[src/rtl/control_unit.sv]
// Hardwired control sequencer for the single-bus datapath: fetches, decodes
// IR[31:27] and steps through each instruction's execute micro-sequence.
module control_unit (
    input  logic        clk,
    input  logic        clr,
    input  logic [31:0] ir,
    input  logic        con_in,
    output logic        run,
    output logic        pc_out,
    output logic        zlo_out,
    output logic        zhi_out,
    output logic        hi_out,
    output logic        lo_out,
    output logic        mdr_out,
    output logic        inport_out,
    output logic        r_out,
    output logic        ba_out,
    output logic        c_sign_extended_out,
    output logic        mar_enable,
    output logic        mdr_enable,
    output logic        z_enable,
    output logic        y_enable,
    output logic        pc_enable,
    output logic        ir_enable,
    output logic        hi_enable,
    output logic        lo_enable,
    output logic        outport_enable,
    output logic        con_enable,
    output logic        r_in,
    output logic        gra,
    output logic        grb,
    output logic        grc,
    output logic        read,
    output logic        ram_write,
    output logic        pc_increment,
    output logic        pc_init_enable
);

    typedef enum logic [3:0] {
        S_RST, S_T0, S_T1, S_T2, S_T3, S_T4, S_T5, S_T6, S_T7, S_HALT
    } state_t;

    localparam logic [4:0] OP_LD   = 5'b00000;
    localparam logic [4:0] OP_LDI  = 5'b00001;
    localparam logic [4:0] OP_ST   = 5'b00010;
    localparam logic [4:0] OP_ADD  = 5'b00011;
    localparam logic [4:0] OP_SUB  = 5'b00100;
    localparam logic [4:0] OP_AND  = 5'b00101;
    localparam logic [4:0] OP_OR   = 5'b00110;
    localparam logic [4:0] OP_ADDI = 5'b01100;
    localparam logic [4:0] OP_BRX  = 5'b10010;
    localparam logic [4:0] OP_JR   = 5'b10011;
    localparam logic [4:0] OP_IN   = 5'b10101;
    localparam logic [4:0] OP_OUT  = 5'b10110;
    localparam logic [4:0] OP_MFHI = 5'b10111;
    localparam logic [4:0] OP_MFLO = 5'b11000;
    localparam logic [4:0] OP_HALT = 5'b11010;

    state_t     state, state_next;
    logic [4:0] opcode;
    logic       is_imm, is_mem, is_alu, is_brx, is_ld;
    logic       ir_unused;

    assign ir_unused = ^ir[26:0];

    assign is_imm = (opcode == OP_LDI) || (opcode == OP_ADDI);
    assign is_mem = (opcode == OP_LD) || (opcode == OP_ST);
    assign is_ld  = (opcode == OP_LD);
    assign is_alu = (opcode >= OP_ADD) && (opcode <= OP_OR);
    assign is_brx = (opcode == OP_BRX);

    // NOTE: sequential state uses non-blocking assignments so every flop samples pre-edge values.
    always_ff @(posedge clk or negedge clr) begin
        if (!clr) begin
            state  <= S_RST;
            opcode <= '0;
        end else begin
            state <= state_next;
            if (state == S_T2) opcode <= ir[31:27];
        end
    end

    always_comb begin
        state_next = S_RST;
        case (state)
            S_RST:  state_next = S_T0;
            S_T0:   state_next = S_T1;
            S_T1:   state_next = S_T2;
            S_T2:   state_next = S_T3;
            S_T3: begin
                if (opcode == OP_HALT)                        state_next = S_HALT;
                else if (is_imm || is_mem || is_alu || is_brx) state_next = S_T4;
                else                                          state_next = S_T0;
            end
            S_T4:   state_next = S_T5;
            S_T5:   state_next = (is_mem || is_brx) ? S_T6 : S_T0;
            S_T6:   state_next = is_mem ? S_T7 : S_T0;
            S_T7:   state_next = S_T0;
            S_HALT: state_next = S_HALT;
            default: state_next = S_RST;
        endcase
    end

    always_comb begin
        // NOTE: every output gets a default first so no path through the case infers a latch.
        run = 1'b0;
        pc_out = 1'b0; zlo_out = 1'b0; zhi_out = 1'b0; hi_out = 1'b0; lo_out = 1'b0;
        mdr_out = 1'b0; inport_out = 1'b0; r_out = 1'b0; ba_out = 1'b0;
        c_sign_extended_out = 1'b0;
        mar_enable = 1'b0; mdr_enable = 1'b0; z_enable = 1'b0; y_enable = 1'b0;
        pc_enable = 1'b0; ir_enable = 1'b0; hi_enable = 1'b0; lo_enable = 1'b0;
        outport_enable = 1'b0; con_enable = 1'b0; r_in = 1'b0;
        gra = 1'b0; grb = 1'b0; grc = 1'b0;
        read = 1'b0; ram_write = 1'b0; pc_increment = 1'b0; pc_init_enable = 1'b0;

        run = (state != S_RST) && (state != S_HALT);
        case (state)
            S_RST: pc_init_enable = 1'b1;
            S_T0: begin pc_out = 1'b1; mar_enable = 1'b1; pc_increment = 1'b1; z_enable = 1'b1; end
            S_T1: begin zlo_out = 1'b1; pc_enable = 1'b1; read = 1'b1; mdr_enable = 1'b1; end
            S_T2: begin mdr_out = 1'b1; ir_enable = 1'b1; end
            S_T3: begin
                if (is_imm || is_mem) begin
                    grb = 1'b1; ba_out = 1'b1; y_enable = 1'b1;
                end else if (is_alu) begin
                    grb = 1'b1; r_out = 1'b1; y_enable = 1'b1;
                end else begin
                    case (opcode)
                        OP_BRX:  begin gra = 1'b1; r_out = 1'b1; con_enable = 1'b1; end
                        OP_JR:   begin gra = 1'b1; r_out = 1'b1; pc_enable = 1'b1; end
                        OP_IN:   begin inport_out = 1'b1; gra = 1'b1; r_in = 1'b1; end
                        OP_OUT:  begin gra = 1'b1; r_out = 1'b1; outport_enable = 1'b1; end
                        OP_MFHI: begin hi_out = 1'b1; gra = 1'b1; r_in = 1'b1; end
                        OP_MFLO: begin lo_out = 1'b1; gra = 1'b1; r_in = 1'b1; end
                        default: ;
                    endcase
                end
            end
            S_T4: begin
                if (is_imm || is_mem) begin
                    c_sign_extended_out = 1'b1; z_enable = 1'b1;
                end else if (is_alu) begin
                    grc = 1'b1; r_out = 1'b1; z_enable = 1'b1;
                end else if (is_brx) begin
                    pc_out = 1'b1; y_enable = 1'b1;
                end
            end
            S_T5: begin
                if (is_imm || is_alu) begin
                    zlo_out = 1'b1; gra = 1'b1; r_in = 1'b1;
                end else if (is_mem) begin
                    zlo_out = 1'b1; mar_enable = 1'b1;
                end else if (is_brx) begin
                    c_sign_extended_out = 1'b1; z_enable = 1'b1;
                end
            end
            S_T6: begin
                if (is_ld) begin
                    read = 1'b1; mdr_enable = 1'b1;
                end else if (is_mem) begin
                    // store: MDR loads the source register from the bus since read is low
                    gra = 1'b1; r_out = 1'b1; mdr_enable = 1'b1;
                end else if (is_brx) begin
                    zlo_out = 1'b1; pc_enable = con_in;
                end
            end
            S_T7: begin
                if (is_ld) begin
                    mdr_out = 1'b1; gra = 1'b1; r_in = 1'b1;
                end else if (is_mem) begin
                    ram_write = 1'b1;
                end
            end
            default: ;
        endcase
    end

endmodule
[config.mk]
export PLATFORM = sky130hd
export DESIGN_NAME = control_unit
export DESIGN_NICKNAME = d
export VERILOG_FILES = /design/src/rtl/control_unit.sv
export SDC_FILE = /design/constraint.sdc
export NUM_CORES = 1
export LEC_CHECK = 0
export ABC_AREA = 1
export CAP_MARGIN = 5
export CORE_ASPECT_RATIO = 0.7
export CORE_MARGIN = 2
export CORE_UTILIZATION = 38
export CTS_CLUSTER_SIZE = 16
export DETAILED_ROUTE_END_ITERATION = 8
export PLACE_DENSITY_LB_ADDON = 0.2
export SETUP_SLACK_MARGIN = 0.15
export SLEW_MARGIN = 20
export SYNTH_ARGS = -nofsm -noshare
export SYNTH_HDL_FRONTEND = slang
export SYNTH_SLANG_ARGS = --single-unit
[constraint.sdc]
create_clock -name clk -period 2.4 [get_ports clk]
set_input_delay 0.36 -clock clk [delete_from_list [all_inputs] [get_ports clk]]
set_output_delay 0.36 -clock clk [all_outputs]
set_load 0.02 [all_outputs]
* Word-level counts from Yosys, hierarchy flattened
Index checks and enable logic that the tools add are counted.
** Operators by class
- Eq/ne operators :: 20
- Magnitude comparators :: 2
- Reduce and logical (&&, ||, !) cells :: 16
- Muxes and demuxes :: 74
** Operators with widths (count)
- 2-to-1 mux 1 bit :: 56
- case mux 4 bit (9 select lines) :: 1
- == test 5 bit, second input constant :: 7
- == test 4 x 3 -> 1 bit, second input constant :: 4
- case mux 1 bit (3 select lines) :: 5
- case mux 1 bit (2 select lines) :: 7
- == test 4 x 2 -> 1 bit, second input constant :: 2
- == test 4 bit, second input constant :: 2
- 2-to-1 mux 4 bit :: 2
- logical OR 1 bit :: 7
- 2-to-1 mux 3 bit :: 2
- OR reduction 3 bit :: 2
- OR reduction 6 bit :: 1
- == test 5 x 1 -> 1 bit, second input constant :: 1
- == test 5 x 2 -> 1 bit, second input constant :: 1
- == test 5 x 4 -> 1 bit, second input constant :: 1
- greater-or-equal comparator 5 x 2 -> 1 bit, second input constant :: 1
- <= comparator 5 x 3 -> 1 bit, second input constant :: 1
- logical NOT 5 bit :: 1
- == test 4 x 1 -> 1 bit, second input constant :: 1
- logical NOT 4 bit :: 1
- inequality test 4 bit, second input constant :: 1
- case mux 1 bit (4 select lines) :: 1
- nonzero test 4 bit :: 1
- 2 further kinds :: 3
** Storage, ports and cells
- Flip-flop bits (word level) :: 9
- Word-level logic and storage cells :: 114
- Input bits :: 35
- Output and inout bits :: 29

* Depth between registers and ports, before layout
Gate-level depths: netlist (run 1).
- Depth after elaboration :: 8
- Gate-level depth with buffers :: 8
- Mapped depth without buffers :: 8

* Least setup slack after synthesis (run 1)
OpenSTA, ideal clock, no wires.
- Path kind :: register to output
- From :: register state[1]
- To :: output run
- Slack :: 641 ps
- Cell stages (with the launch flop) :: 5
- Arrival :: 1399 ps
- Required time :: 2040 ps
- Buffers on the path :: 0
- Cells stage by stage :: dfrtp_1 > nor2_1 > inv_1 > nor3_1 > a31oi_1
** Between the ends
- Cells in the longest elaborated chain, start to end :: 2
- Elaborated cells on any way between the ends :: 3
- Classes of those cells :: eq/ne (1); reduce/logical (2)
** Ends and longest elaborated chain
- start, declared :: RTL line 59 : state_t state, state_next;
- start signal, assigned :: RTL line 78 : state <= state_next;
- inequality test 4 bit / nonzero test 4 bit (equally long branches) :: RTL line 116 : run = (state != S_RST) && (state != S_HALT);
- logical AND 1 bit (*) :: RTL line 116
- end, declared :: RTL line 8 : output logic run,
Every way passes the cells marked *; elsewhere a longest branch is shown, timed or not.

* Worst setup path in the final report (run 1)
- From :: register opcode[3]
- To :: output ram_write
** Between the ends
- Cells in the longest elaborated chain, start to end :: 5
- Elaborated cells on any way between the ends :: 6
- Classes of those cells :: eq/ne (1); mux (3); reduce/logical (2)
** Ends and longest elaborated chain
- start, declared :: RTL line 60 : logic [4:0] opcode;
- start signal, assigned :: RTL line 79 : if (state == S_T2) opcode <= ir[31:27];
- == test 5 x 2 -> 1 bit / logical NOT 5 bit (equally long branches) :: RTL line 67, 68
- logical OR 1 bit :: RTL line 67 : assign is_mem = (opcode == OP_LD) || (opcode == OP_ST);
- 2-to-1 mux 1 bit :: RTL line 170 : end else if (is_mem) begin
- 2-to-1 mux 1 bit (*)
- 2-to-1 mux 1 bit (*) :: RTL line 117 : case (state)
- end, declared :: RTL line 34 : output logic ram_write,
Marks and branches as above.

==> results of run 1 <==
stage by stage:
stage               setup slack [ns]  hold WS, ns  cell area, um2  utilization [%]  power [mW]
floorplan                      0.641       0.0644             947                -        1.07
global placement               0.232        0.513            1290             53.5        1.43
detailed placement             0.176        0.536            1290             53.5        1.47
CTS                            0.175        0.395            1300             54.0        1.53
global route                   0.128        0.420            1290             53.5        1.70
finish                         0.217        0.388            1290             53.5        1.56
repair_timing:
| action | in CTS | in global routing |
|---|---|---|
| endpoints found under the setup margin | 21 | 18 |
| resized for setup | 26 | 27 |
| pin swaps | 0 | 1 |
| setup buffers | 0 | 1 |
worst max-delay path, delay by kind of cell, from the launching register on:
family	cells	cell delay, ns
buffers and inverters	1	0.62
flip-flops	1	0.46
AND/OR/NAND/NOR	3	0.49
Yosys cell counts:
library cell	count	area, um2
o211ai_1	1	7.51
nand3_1	22	110
buf_6	1	11.3
a31oi_1	2	12.5
nor2_4	2	22.5
o21ai_0	7	35.0
nor2_2	1	6.26
or2_2	1	6.26
conb_1	1	3.75
or2_1	1	6.26
inv_1	26	97.6
nand2_1	49	184
buf_4	3	22.5
nand3_2	1	10.0
nor2_1	27	101
dfrtp_1	9	225
nor2_8	1	20.0
nor3_1	1	5.00
a21oi_1	1	5.00
nand4_1	4	25.0
nand2_4	1	11.3
inv_2	3	11.3
flip-flops by register name (all words and copies together), names as in the netlist:
signal,flops
opcode,5
state,4
power groups by stage:
stage	Combinational (mW)	Clock (mW)	Sequential [mW]
3_5_place_dp	1.12	0	0.342
6_report	1.09	0.111	0.354
5_1_grt	1.21	0.125	0.366
4_1_cts	1.07	0.118	0.347
2_1_floorplan	0.768	0	0.304
3_3_place_gp	1.10	0	0.336
how the worst max path moves through the flow:
| stage | slack (ns) | endpoint | cells after the start | startpoint |
|---|---|---|---|---|
| floorplan | 0.64 | run | 4 | state[1] |
| global placement | 0.23 | y_enable | 8 | opcode[1] |
| detailed placement | 0.18 | zlo_out | 6 | opcode[4] |
| CTS | 0.17 | ir_enable | 4 | state[2] |
| global route | 0.13 | hi_out | 6 | state[1] |
| finish | 0.22 | ram_write | 4 | opcode[3] |
final cells by class:
type	instances	area (um2)
timing repair buffer	34	290
inverter	29	109
fill	265	1120
sequential	9	229
tap	34	42.5
clock buffer	4	26.3
multi-input combinational	125	589
metal layers:
metal	GRT usage (%)	part of all wire (%)	up-vias
met5	0	0	-
met2	30.3	41	62
met1	26.4	47	512
li1	-	-	584
met4	10.0	3.1	0
met3	2.23	8.0	11
cell families (layout without fill, tap and decap cells):
family,after synthesis,after routing
other cells,1,3
simple gates,111,111
compound gates,11,11
buf+inv,33,67
flops,9,9
==> impl_metrics.py, run 1 <==
metrics = {
    "floorplan": {
        "rows": 15,
        "core_area_um2": 2400,
        "pin_count": 64,
        "die_y_um": 45.6,
        "die_area_um2": 2890,
        "initial_core_util_pct": 39.1,
        "dieWidth_um": 63.4,
    },
    "timing": {
        "rsz0062_at_grt": "false",
        "fin_tns_setup_ns": 0,
        "setup_viol": 0,
        "fmax_ghz": 0.458,
        "slew_viol_final": 0,
        "period_share_pct": 91.0,
        "skew_ns": 0.00749,
        "hold_viol": 0,
        "period_needed_ns": 2.18,
    },
    "clock_tree": {
        "cts_tree": "yes",
        "clk_latency_ns": 0.26,
        "cts.clk_slew.worst_paths_ns": 0.06,
        "numCtsBuffers": 3,
        "clk_path_buf_depth": 2,
        "cts-hold-fix-buffers": 0,
        "cts_root_buffer": "clkbuf_4",
        "cts_sinks": 9,
        "h-tree-depth": 1,
    },
    "power": {
        "pwr-share-seq_pct": 22.7,
        "leakagePower_nw": 0.774,
        "p_switching_mw": 0.901,
        "pwr-share-comb_pct": 70.1,
        "power_per_cell_area_nw_per_um2": 1210,
        "swShare_pct": 57.8,
        "ir_drop_v": 0.000546,
        "intPower_mw": 0.657,
        "p_clk_share_pct": 7.1,
    },
    "setup_path": {
        "worstPathRequired_ns": 2.04,
        "crit_arrival_ns": 1.82,
        "cp-end-kind": "primary output",
        "rr_worst_depth": 7,
        "worstReg2RegEnd": "state[1]",
        "timing.rr.start": "state[3]",
        "max_stage_delay_ns": 0.62,
        "cp-start-kind": "register",
        "critPathMaxFanout": 7,
        "worst-r2r-setup-slack_ns": 1.03,
        "path_cells": "nor2_4 -> nand4_1 -> nor2_1 -> clkdlybuf4s50_1",
        "critPathSlowestCell": "clkdlybuf4s50_1",
        "criticalPathCategory": "register to primary output",
    },
    "final_layout": {
        "final_cell_mix": "nand2_1 (49), inv_1 (25), nor2_1 (25), nand3_1 (21)",
        "final_common_cell": "nand2_1",
        "drive_gt1_share_pct": 14.9,
        "syn_to_final_growth_pct": 36.9,
        "fin_cells": 235,
        "nets": 237,
        "antennaDiodeCount": 0,
    },
    "logic_synthesis": {
        "synthAdderAreaFrac_pct": 0,
        "ys_ff_latch": 9,
        "synthXorXnorAreaFrac_pct": 0,
        "synth-compound-area-share_pct": 6.39,
        "synth_simple_gate_area_share_pct": 54.1,
        "synth-seq-area-share_pct": 24.0,
        "avgSynthCellArea_um2": 5.69,
        "synth_top_family_by_area": "simple AND/OR/NAND/NOR gates",
        "syn_inst": 165,
        "yosysWarnings": 0,
        "netlist_area_um2": 940,
        "synth_cell_types": 22,
        "muxShareOfSynthArea_pct": 0,
    },
    "global_route": {
        "track_usage_pct": 19.2,
        "grt_pass1_vias": 965,
        "grt_pass1_wl_um": 4300,
        "grt.overflow.total": 0,
        "grt_max_degree": 11,
        "antenna_found_initial": 0,
    },
    "routing": {
        "num_vias": 1169,
        "drt_pass1_iterations": 5,
        "wl_per_cell_um": 11.6,
        "drt_wl_total_um": 2720,
        "drc": 0,
        "drt_iter0_drc": 67,
        "via_per_inst": 4.97,
        "postRouteAntennaNets": 0,
    },
    "place": {
        "dp_cells": 230,
        "dp_hpwl_um": 2140,
        "numPortBuffers": 33,
        "finalWeightedCongestion": 0.920,
    },
    "worst_hold_path": {
        "hp-class": "input pin to async pin",
    },
    "flow_run": {
        "drv_cap": 0,
    },
    "status": {
        "outcome": "finished clean",
    },
}
(Power assumes the default switching activity.)
==> inputs of run 2 (changes only) <==
--- a/config.mk
+++ b/config.mk
@@ -7,9 +7,11 @@
 export LEC_CHECK = 0
 export ABC_AREA = 1
 export CAP_MARGIN = 5
+export CELL_PAD_IN_SITES_DETAIL_PLACEMENT = 0
+export CELL_PAD_IN_SITES_GLOBAL_PLACEMENT = 1
 export CORE_ASPECT_RATIO = 0.7
 export CORE_MARGIN = 2
-export CORE_UTILIZATION = 38
+export CORE_UTILIZATION = 23
 export CTS_CLUSTER_SIZE = 16
 export DETAILED_ROUTE_END_ITERATION = 8
 export PLACE_DENSITY_LB_ADDON = 0.2
==> impl_metrics.py, run 2 (synthesis results as in run 1) <==
metrics = {
    "status": {
        "outcome": "finished clean",
    },
    "setup_path": {
        "critPathTopFamily": "buffers and inverters",
        "crit_arrival_ns": 1.78,
        "max_stage_delay_ns": 0.62,
        "worstPathRequired_ns": 2.04,
        "critPathMaxFanout": 7,
        "path_cells": "nor2_4 -> nand4_1 -> nor2_1 -> clkdlybuf4s50_1",
        "criticalPathCategory": "register to primary output",
        "cp-end-kind": "primary output",
        "critPathSlowestCell": "clkdlybuf4s50_1",
        "cp-start-kind": "register",
        "crit_buf_inv": 1,
    },
    "final_layout": {
        "final_cell_mix": "nand2_1 (49), inv_1 (25), nor2_1 (25), nand3_1 (21), dlygate4sd2_1 (12)",
        "design_area_um2": 1350,
        "final_common_cell": "nand2_1",
        "antennaDiodeCount": 0,
        "largest_reg_flops": 5,
        "largestRegisters": "opcode (5), state (4)",
        "nets": 236,
        "fin_util_pct": 34.3,
        "top_register": "opcode",
        "drive_gt1_share_pct": 12.0,
        "syn_to_final_growth_pct": 43.3,
    },
    "power": {
        "total_power_mw": 1.61,
        "power_per_cell_area_nw_per_um2": 1200,
        "ir_drop_v": 0.000546,
        "leakagePower_nw": 0.808,
    },
    "global_route": {
        "grt_max_degree": 11,
        "grt_pass1_wl_um": 4500,
        "grt.overflow.total": 0,
        "track_usage_pct": 12.8,
        "antenna_found_initial": 0,
        "grt_pass1_vias": 939,
    },
    "routing": {
        "wl_met2_um": 1060,
        "num_vias": 1080,
        "drt_wl_total_um": 2870,
        "highest_layer": "met4",
        "wl_met1_um": 1540,
        "dr_wl_met3_um": 221,
        "wl_per_cell_um": 11.4,
        "postRouteAntennaNets": 0,
        "via_per_inst": 4.29,
        "drc": 0,
        "drt_pass1_iterations": 5,
        "drt_iter0_drc": 25,
    },
    "timing": {
        "setup_slack_ns": 0.262,
        "fmax_ghz": 0.468,
        "fin_tns_setup_ns": 0,
        "period_needed_ns": 2.14,
        "slew_viol_final": 0,
        "period_share_pct": 89.1,
        "hold_viol": 0,
        "skew_ns": 0.00124,
        "rsz0062_at_grt": "false",
        "setup_viol": 0,
    },
    "clock_tree": {
        "cts-hold-fix-buffers": 0,
        "clk_path_buf_depth": 2,
        "h-tree-depth": 1,
        "cts_sinks": 9,
        "numCtsBuffers": 3,
        "cts_tree": "yes",
        "cts.clk_slew.worst_paths_ns": 0.04,
        "cts_root_buffer": "clkbuf_8",
        "clk_latency_ns": 0.23,
        "postCtsSetupBuffers": 0,
    },
    "place": {
        "finalWeightedCongestion": 0.787,
        "dp_hpwl_um": 2390,
        "placed_cell_area_um2": 1310,
        "post-place-ws_ns": 0.165,
        "numPortBuffers": 33,
    },
    "flow_run": {
        "drv_cap": 0,
    },
    "floorplan": {
        "die_area_um2": 4620,
        "dieWidth_um": 80.4,
        "die_y_um": 57.5,
        "core_area_um2": 3920,
        "initial_core_util_pct": 24.0,
        "rows": 19,
        "pin_count": 64,
    },
    "worst_hold_path": {
        "hp-class": "input pin to async pin",
    },
}
## run 2: worst reg2reg max path, cell delays in order (launching register included)
cell and delay, ns:
dfrtp_1 0.44, inv_1 0.13, nand2_4 0.13, inv_1 0.07, nand3_1 0.14, inv_1 0.10
nand2_1 0.09, nand4_1 0.14
## run 2: metrics by stage
step                instances  hold slack, ns
floorplan                 167          0.0644
global placement          248           0.518
detailed placement        248           0.514
CTS                       252           0.447
global route              252           0.450
finish                    252           0.425
## run 2: area by class of cell
| type | instances | area [um2] |
|---|---|---|
| fillers | 463 | 2580 |
| multi-input cells | 125 | 594 |
| repair buffers | 33 | 305 |
| flip-flops and latches | 9 | 228 |
| inverters | 29 | 109 |
| well taps | 52 | 65.1 |
| clock buffers | 4 | 45.0 |
## run 2: routing by layer
metal	track usage [%]	vias to the layer above
met5	0	-
met4	5.08	0
met3	1.58	5
met2	16.8	39
met1	20.5	456
li1	-	580
## run 2: repair_timing
item                       in CTS  in global routing
gates resized for setup        25                 18
setup endpoints to repair      21                 13
pin swaps                       0                  0
cloned                          0                  0
## run 2: path summary, 6_finish.rpt
path / slack, ns / depth (start not counted) / start / endpoint
hold reg to reg: 0.52 / 1 / state[0] / state[0]
hold / removal: 0.43 / 1 / clr / state[0]
setup / recovery: 0.26 / 4 / opcode[2] / ram_write
min in group clk: 0.52 / 1 / state[0] / state[0]
max in group asynchronous: 1.67 / 1 / clr / opcode[0]
setup reg to reg: 1.01 / 7 / state[3] / state[1]
## run 2: power by group
group / total (mW) / internal [mW] / switching [mW]
Clock: 0.172 / 0.115 / 0.0563
Sequential: 0.354 / 0.224 / 0.130
Combinational: 1.08 / 0.367 / 0.716
